### src/rtl/sram_rr_arbiter.sv
// Round-robin arbiter sharing one single-port byte-masked SRAM among NUM_REQ requesters,
// with optional burst locking bounded to MAX_LOCK consecutive beats and a 1-cycle response.
module sram_rr_arbiter #(
    parameter  int NUM_REQ    = 4,
    parameter  int DATA_WIDTH = 64,
    parameter  int WORD_DEPTH = 512,
    parameter  int MAX_LOCK   = 16,
    localparam int AW         = $clog2(WORD_DEPTH),
    localparam int BW         = DATA_WIDTH / 8
) (
    input  logic                               aclk,
    input  logic                               aresetn,
    input  logic [NUM_REQ-1:0]                 req_valid_i,
    output logic [NUM_REQ-1:0]                 req_ready_o,
    input  logic [NUM_REQ-1:0]                 req_lock_i,
    input  logic [NUM_REQ-1:0]                 req_wen_i,
    input  logic [NUM_REQ-1:0][AW-1:0]         req_addr_i,
    input  logic [NUM_REQ-1:0][DATA_WIDTH-1:0] req_wdata_i,
    input  logic [NUM_REQ-1:0][BW-1:0]         req_bm_i,
    output logic [NUM_REQ-1:0]                 rsp_valid_o,
    output logic                               rsp_wr_o,
    output logic [DATA_WIDTH-1:0]              rsp_rdata_o,
    output logic                               sram_en_o,
    output logic                               sram_wen_o,
    output logic [AW-1:0]                      sram_addr_o,
    output logic [BW-1:0]                      sram_bm_o,
    output logic [DATA_WIDTH-1:0]              sram_wdata_o,
    input  logic [DATA_WIDTH-1:0]              sram_rdata_i
);

    localparam int PW  = $clog2(NUM_REQ);
    localparam int LCW = $clog2(MAX_LOCK) + 1;
    localparam logic [LCW-1:0] LOCK_LAST = LCW'(MAX_LOCK - 1);

    function automatic logic [PW-1:0] wrap_inc(input logic [PW-1:0] v);
        return (v == PW'(NUM_REQ - 1)) ? '0 : v + PW'(1);
    endfunction

    logic [PW-1:0]      ptr_q;
    logic [PW-1:0]      last_q;
    logic [LCW-1:0]     lock_cnt_q;
    logic               locked_q;

    logic               hold;
    logic               rr_found;
    logic [PW-1:0]      rr_idx;
    logic [PW-1:0]      rr_cand;
    logic               gnt_any_p0;
    logic [PW-1:0]      gnt_idx_p0;
    logic [NUM_REQ-1:0] gnt_p0;
    logic [NUM_REQ-1:0] rsp_vld_p1;
    logic               rsp_wr_p1;

    // ---- Stage p0: arbitration and SRAM request mux (combinational) ----
    // A lock is honoured only while the beat budget is not exhausted; at the limit the
    // round-robin search starts just past last_q, so every other requester gets first claim.
    assign hold = locked_q & req_valid_i[last_q] & (lock_cnt_q < LOCK_LAST);

    always_comb begin
        rr_found = 1'b0;
        rr_idx   = '0;
        rr_cand  = ptr_q;
        for (int k = 0; k < NUM_REQ; k++) begin
            if (!rr_found && req_valid_i[rr_cand]) begin
                rr_found = 1'b1;
                rr_idx   = rr_cand;
            end
            rr_cand = wrap_inc(rr_cand);
        end
    end

    always_comb begin
        gnt_any_p0 = 1'b0;
        gnt_idx_p0 = '0;
        if (aresetn) begin
            if (hold) begin
                gnt_any_p0 = 1'b1;
                gnt_idx_p0 = last_q;
            end else if (rr_found) begin
                gnt_any_p0 = 1'b1;
                gnt_idx_p0 = rr_idx;
            end
        end
    end

    always_comb begin
        for (int i = 0; i < NUM_REQ; i++) begin
            gnt_p0[i] = gnt_any_p0 & (gnt_idx_p0 == PW'(i));
        end
    end

    always_comb begin
        sram_wen_o   = 1'b0;
        sram_addr_o  = '0;
        sram_bm_o    = '0;
        sram_wdata_o = '0;
        for (int i = 0; i < NUM_REQ; i++) begin
            if (gnt_p0[i]) begin
                sram_wen_o   = req_wen_i[i];
                sram_addr_o  = req_addr_i[i];
                sram_bm_o    = req_bm_i[i];
                sram_wdata_o = req_wdata_i[i];
            end
        end
    end

    assign req_ready_o = gnt_p0;
    assign sram_en_o   = gnt_any_p0;

    // ---- Stage p1: arbiter state update and response pipeline ----
    always_ff @(posedge aclk or negedge aresetn) begin
        if (!aresetn) begin
            ptr_q      <= '0;
            last_q     <= '0;
            lock_cnt_q <= '0;
            locked_q   <= 1'b0;
            rsp_vld_p1 <= '0;
            rsp_wr_p1  <= 1'b0;
        end else begin
            rsp_vld_p1 <= gnt_p0;
            rsp_wr_p1  <= sram_wen_o;
            if (gnt_any_p0) begin
                ptr_q      <= wrap_inc(gnt_idx_p0);
                last_q     <= gnt_idx_p0;
                locked_q   <= req_lock_i[gnt_idx_p0];
                lock_cnt_q <= hold ? lock_cnt_q + LCW'(1) : '0;
            end else begin
                locked_q   <= 1'b0;
                lock_cnt_q <= '0;
            end
        end
    end

    assign rsp_valid_o = rsp_vld_p1;
    assign rsp_wr_o    = rsp_wr_p1;
    assign rsp_rdata_o = sram_rdata_i;

endmodule
### config.mk
export PLATFORM = sky130hd
export DESIGN_NAME = sram_rr_arbiter
export DESIGN_NICKNAME = d
export VERILOG_FILES = /design/src/rtl/sram_rr_arbiter.sv
export SDC_FILE = /design/constraint.sdc
export NUM_CORES = 1
export LEC_CHECK = 0
export ABC_AREA = 0
export CAP_MARGIN = 20
export CORE_AREA = 2 2 217 219
export DETAILED_ROUTE_END_ITERATION = 6
export DIE_AREA = 0 0 219 221
export GPL_ROUTABILITY_DRIVEN = 0
export MAX_ROUTING_LAYER = met4
export PLACE_DENSITY = 0.47
export SETUP_SLACK_MARGIN = 0.2
export SYNTH_ARGS = -nofsm -noshare
export SYNTH_HDL_FRONTEND = slang
export SYNTH_SLANG_ARGS = --single-unit
### constraint.sdc
create_clock -name aclk -period 5.6 [get_ports aclk]
set_input_delay 0.84 -clock aclk [delete_from_list [all_inputs] [get_ports aclk]]
set_output_delay 0.84 -clock aclk [all_outputs]
set_load 0.02 [all_outputs]
==> Word level (Yosys, flattened, before mapping) <==
Cells that the tools add are included.
{ "totals": {"ff_bits": 15, "output_inout_bits": 156, "wordCells": 86} }
{ "op_classes": {"n_addsub": 5, "n_lt_le_gt_ge": 7, "eq_ne": 6, "mux": 49, "bitwise_logic": 6, "reduce_logical": 7} }
{ "ops": {"columns": ["operator", "n"], "rows": [
  ["64-bit 2-to-1 mux", 4],
  ["9-bit 2-to-1 mux", 4],
  ["8-bit 2-to-1 mux", 4],
  ["2-bit 2-to-1 mux", 11],
  ["2-bit by 3-bit < comparator with 1-bit output (second input constant)", 6],
  ["1-bit 2-to-1 mux", 18],
  ["1-bit binary-select mux with 2-bit select", 6],
  ["2-bit equality test (second input constant)", 5],
  ["5-bit 2-to-1 mux", 2],
  ["2-bit by 1-bit adder with 2-bit output (second input constant)", 4],
  ["1-bit bitwise AND", 6],
  ["5-bit by 1-bit adder with 5-bit output (second input constant)", 1],
  ["5-bit by 4-bit < comparator with 1-bit output (second input constant)", 1],
  ["1-bit logical AND", 3],
  ["1-bit logical NOT", 3],
  ["2-bit by 1-bit equality test with 1-bit output (second input constant)", 1],
  ["2-bit logical NOT", 1]
]} }

==> Longest topological paths before layout <==
{ "depth": {"ltp_word": 21, "depth_mapped": 16, "mapped_depth_nobuf": 11} }

==> Worst setup path before layout <==
Ideal clock, no wire load.
{ "synth_path": {"path_kind": "input to output", "from": "input req_valid_i[2]", "to": "output sram_addr_o[1]", "arrival_time_ps": 4328, "required_time_ps": 4760, "setup_slack_ps": 432, "path_stages": 13, "n_path_buf": 3, "cell_sequence": "buf_2 -> mux4_2 -> or2_1 -> nor3_1 -> o31ai_1 -> nand2_1 -> clkbuf_1 -> ha_1 -> inv_1 -> nor2_1 -> clkbuf_1 -> nand2_1 -> a221oi_1"} }
{ "synth_via": {"elab_chain_len": 21, "elab_cells_between_ends": 44, "classes_between": "eq/ne: 3; mux: 28; bitwise: 6; reduce/logical: 7"} }
{ "synth_rtl": {"columns": ["item", "line", "text"], "rows": [
  ["from (decl)", "13", "input logic [NUM_REQ-1:0] req_valid_i,"],
  ["1-bit binary-select mux with 2-bit select", "64", "if (!rr_found && req_valid_i[rr_cand]) begin"],
  ["1-bit 2-to-1 mux (not written as such)", "64", null],
  ["1-bit 2-to-1 mux", "64", null],
  ["1-bit logical NOT", "64", null],
  ["1-bit logical AND", "64", null],
  ["1-bit 2-to-1 mux", "64", null],
  ["1-bit logical NOT", "64", null],
  ["1-bit logical AND", "64", null],
  ["[3 not listed]", null, null],
  ["2-bit 2-to-1 mux / 1-bit 2-to-1 mux (equally long branches)", "64", null],
  ["2-bit 2-to-1 mux", "79", "end else if (rr_found) begin"],
  ["2-bit 2-to-1 mux", "76", "if (hold) begin"],
  ["2-bit 2-to-1 mux", "75", "if (aresetn) begin"],
  ["2-bit logical NOT", "88", "gnt_p0[i] = gnt_any_p0 & (gnt_idx_p0 == PW'(i));"],
  ["1-bit bitwise AND *", "88", null],
  ["named net req_ready_o[0]", "14", "output logic [NUM_REQ-1:0] req_ready_o,"],
  ["9-bit 2-to-1 mux * (4 in series)", "98", "if (gnt_p0[i]) begin"],
  ["to (decl)", "25", "output logic [AW-1:0] sram_addr_o,"]
]} }
The timed path passes the listed nets; every way through them passes the cells marked *. The select of a mux whose other input is x is not followed.

==> Worst setup path after layout <==
{ "layout_path": {"from": "input req_valid_i[2]", "to": "output sram_wdata_o[12]"} }
{ "layout_via": {"elab_chain_len": 21, "elab_cells_between_ends": 44, "classes_between": "eq/ne: 3; mux: 28; bitwise: 6; reduce/logical: 7"} }
{ "layout_rtl": {"columns": ["item", "line", "text"], "rows": [
  ["1-bit binary-select mux with 2-bit select", "64", null],
  ["1-bit 2-to-1 mux (not written as such)", "64", null],
  ["1-bit 2-to-1 mux", "64", null],
  ["1-bit logical NOT", "64", null],
  ["1-bit logical AND", "64", null],
  ["1-bit 2-to-1 mux", "64", null],
  ["1-bit logical NOT", "64", null],
  ["1-bit logical AND", "64", null],
  ["[3 not listed]", null, null],
  ["2-bit 2-to-1 mux / 1-bit 2-to-1 mux (equally long branches)", "64", null],
  ["2-bit 2-to-1 mux", "79", null],
  ["2-bit 2-to-1 mux", "76", null],
  ["2-bit 2-to-1 mux", "75", null],
  ["2-bit logical NOT", "88", null],
  ["1-bit bitwise AND", "88", null],
  ["64-bit 2-to-1 mux (3 in series)", "98", null],
  ["64-bit 2-to-1 mux *", "98", null],
  ["to (decl)", "27", "output logic [DATA_WIDTH-1:0] sram_wdata_o,"]
]} }
Every way passes the cells marked *; elsewhere a longest branch is shown, timed or not. The select of a mux whose other input is x is not followed.

==> run summary <==
Placed wire-length estimate after detailed placement: 23.9 mm
Starting utilization of the core area: 9.61%
Final Hold Vio Count: 0
Reg-to-reg endpoint: rsp_wr_o
Fraction of post-synthesis cell area in the top cell type by area: 11.2%
Critical Path Start: req_valid_i[2]
Worst EP required: 4.76 ns
DRC errors left: 0
Tightest hold margin: 0.492 ns
Via count: 6502
Net count reported at finish: 1401
Total clock sinks: 15
Average via count per standard cell: 4.05
Startpoint of the most critical register-to-register path: ptr_q[1]
Number of max-cap violations: 0
Post-Route WL: 30.5 mm
Most numerous cell on the critical path: buf_4
Core area: 46100 um^2
Cells along the critical path: dlymetal6s2s_1, mux4_2, or2_1, buf_4, or4_4, nand3_4, o221ai_4, buf_4, buf_4, and3_1, o32a_1, clkdlybuf4s50_1
CP arrival: 4.37 ns
Post-place setup slack: -0.0911 ns
Post-Synthesis Mean Instance Area: 6.83 um^2
Number of unique standard cell types used by synthesis: 52
Setup crit end: sram_wdata_o[12]
Pleak: 3.95 nW
Flip-flop cell with the highest count after synthesis: dfrtp_1
Crit. End Element: output port
Fraction of layout cells with a size suffix above 1: 9.46%
CTS Root Buffer Type: clkbuf_16
Logic depth of the worst setup path including buffers: 12
Critical-path maximum fanout: 59
Die area: 48400 um^2
Top cells by instance count after synthesis: 79 x inv_1, 66 x buf_4, 58 x nand2_1, 54 x nor2_1, 47 x clkbuf_1
Buffers from clock root to sink, at most: 2
Register area share after synthesis: 8.48%
Crit path kind: in2out
Largest net degree at the start of global routing: 76
Setup slack, reg-to-reg: 1.92 ns
Max Clock Freq: 0.192 GHz
Number of global-route vias before repair: 6590
Worst path slowest cell: clkdlybuf4s50_1
Peak per-stage delay on the critical path: 0.54 ns
Post-Syn Instances: 648
Number of clock buffers inserted by TritonCTS: 3
Synth Register Bits: 15
Wirelength per Cell: 19.0 um
Row Count: 79
First-pass GRT wire length: 41.7 mm
PD cells: 599 nW/um^2
Slew at the pin closest to its max-slew limit: 0.659 ns
TritonCTS clock tree: done
Drt initial violations: 321
Warnings, synthesis: 0
Max-Slew Margin vs Limit: 56.0%
Later-pin clock latency in the skew report: 0.25 ns
Final Max Slew Viols: 0
Top-Level Pins: 558
Nets in the synthesized netlist: 1054
Clock Skews: 0.00190 ns
Class of the tightest hold or removal check: reg2reg
Die span in x: 219 um
Buffering stage count on the worst path with inverters included: 5
Layout area overhead: 112%
Final setup margin: 0.390 ns
Number of enable-type register cells in the synthesized netlist: 0
Shortest period the worst path allows: 5.21 ns
Final-report setup violation count: 0
Number of detailed-route iterations in the first pass: 5
Worst IR drop on VDD: 0.270 mV
# placed instances: 1594
Overall global routing resource usage: 11.5%
Clk pin slew, worst setup/hold paths: 0.05 ns
RSZ-0062 raised after global routing: false
ANT nets after route: 0
Critical Path Start Type: primary input
Combined area of all synthesized cells: 4430 um^2
Most repeated cell in the gate-level netlist after synthesis: inv_1
Port-buffer cells: 429
Ranking of synthesized cells by area: buf_4 11%, a221oi_1 9.1%, o32ai_1 8.9%
Tcrit/Tclk final: 93.0%
Cts hold-fix bufs: 0
Final-layout fill cell count: 5238
Library cell occupying the most area in the post-synthesis netlist: buf_4
Max H-tree Level: 1
CP delay by family, top: buffers and inverters
Die height: 221 um
Proportion of synthesized flip-flops having asynchronous set or reset: 100%
Result of the run: finished, final reports clean
Post-CTS setup buffer count: 0
Non-Filler Instances: 1606
Path depth of the worst reg2reg path: 13
Global route overflow: 0
Initial antenna violation count: 4
[cell usage in the layout, fill, tap and decap left out, drive strengths merged, types with 4 or more instances in the layout]
cell and n:
a2111oi 37, a221oi 46, and3 40, buf 56, clkbuf 6, clkdlybuf4s50 345, dfrtp 15, diode 5
dlygate4sd2 70, dlymetal6s2s 7, ha 4, inv 82, mux2 4, mux4 4, nand2 58, nand3 4
nor2 54, o21ai 44, o32a 37, o32ai 45
[through the flow]
step                      total power, W  util, %  setup TNS [ns]  instance area [um^2]
after floorplan                  0.00315        -               0                  4430
after global placement           0.00580     20.0          -0.643                  9230
after detailed placement         0.00579     20.0          -0.274                  9230
after CTS                        0.00553     20.0               0                  9230
after global routing             0.00597     20.4               0                  9380
final                            0.00562     20.4               0                  9380
[flip-flops by register name, summed over array words and instances (netlist names)]
| name | cells |
|---|---|
| rsp_wr_o | 1 |
| ptr_q | 2 |
| lock_cnt_q | 5 |
| last_q | 2 |
| locked_q | 1 |
| rsp_valid_o | 4 |
[worst min-delay path by stage]
stage	from	endpoint	slack, ns	cells after the start
floorplan	lock_cnt_q[0]	lock_cnt_q[0]	0.45	1
global placement	lock_cnt_q[0]	lock_cnt_q[0]	0.47	1
detailed placement	lock_cnt_q[0]	lock_cnt_q[0]	0.49	1
CTS	lock_cnt_q[0]	lock_cnt_q[0]	0.49	1
global route	lock_cnt_q[0]	lock_cnt_q[0]	0.51	1
finish	lock_cnt_q[0]	lock_cnt_q[0]	0.49	1
[what timing repair did]
item,4_1_cts,5_1_grt
cloned,0,3
pin swaps,0,4
gates resized for setup,78,20
endpoints found under the setup margin,77,68
[where the power goes]
group | internal [W] | switching (W) | leakage, nW
clock network | 0.0000955 | 0.0000456 | 0.0409
registers | 0.000140 | 0.0000230 | 0.197
logic | 0.00226 | 0.00305 | 3.71
total | 0.00250 | 0.00312 | 3.95
[logic make-up after synthesis]
kind of cell / count (synthesis) / share of synthesized area [%]
AND/OR/NAND/NOR: 171 / 18.0
AO/OA/AOI/OAI: 226 / 42.9
XOR/XNOR: 2 / 0.396
flip-flops: 15 / 8.48
buffers and inverters: 221 / 25.8
multiplexers: 9 / 3.28
adder cells (fa/ha/maj): 4 / 1.13
[routing by layer]
metal  vias to the layer above  track usage [%]  part of all wire (%)
li1                       3081                -                     -
met5                         -                -                     0
met1                      3063             13.0                    40
met2                       294             20.5                    50
met3                        64             2.43                   7.0
met4                         0             2.81                   2.7
[worst register-to-register path, stage by stage (launching register included)]
cell and delay (ns):
dfrtp_1 0.38, ha_2 0.49, mux4_2 0.36, or2_1 0.25, buf_4 0.15, or4_4 0.50
nand3_4 0.12, o221ai_4 0.14, inv_2 0.09, ha_1 0.19, nand2_4 0.09, o211a_1 0.19
buf_12 0.17, a221oi_1 0.41
[layout make-up]
| cell class | instances | area [um^2] | share of cell area [%] |
|---|---|---|---|
| Sequential cell | 15 | 375 | 4.00 |
| Timing Repair Buffer | 481 | 4840 | 51.6 |
| Tap cell | 607 | 759 | 8.10 |
| Clock inverter | 1 | 5.00 | 0.0533 |
| Inverter | 82 | 308 | 3.28 |
| Multi-Input combinational cell | 412 | 3010 | 32.1 |
| Clock buffer | 3 | 75.1 | 0.800 |
| Antenna cell | 5 | 12.5 | 0.133 |
Power figures use the tool's default switching activity.
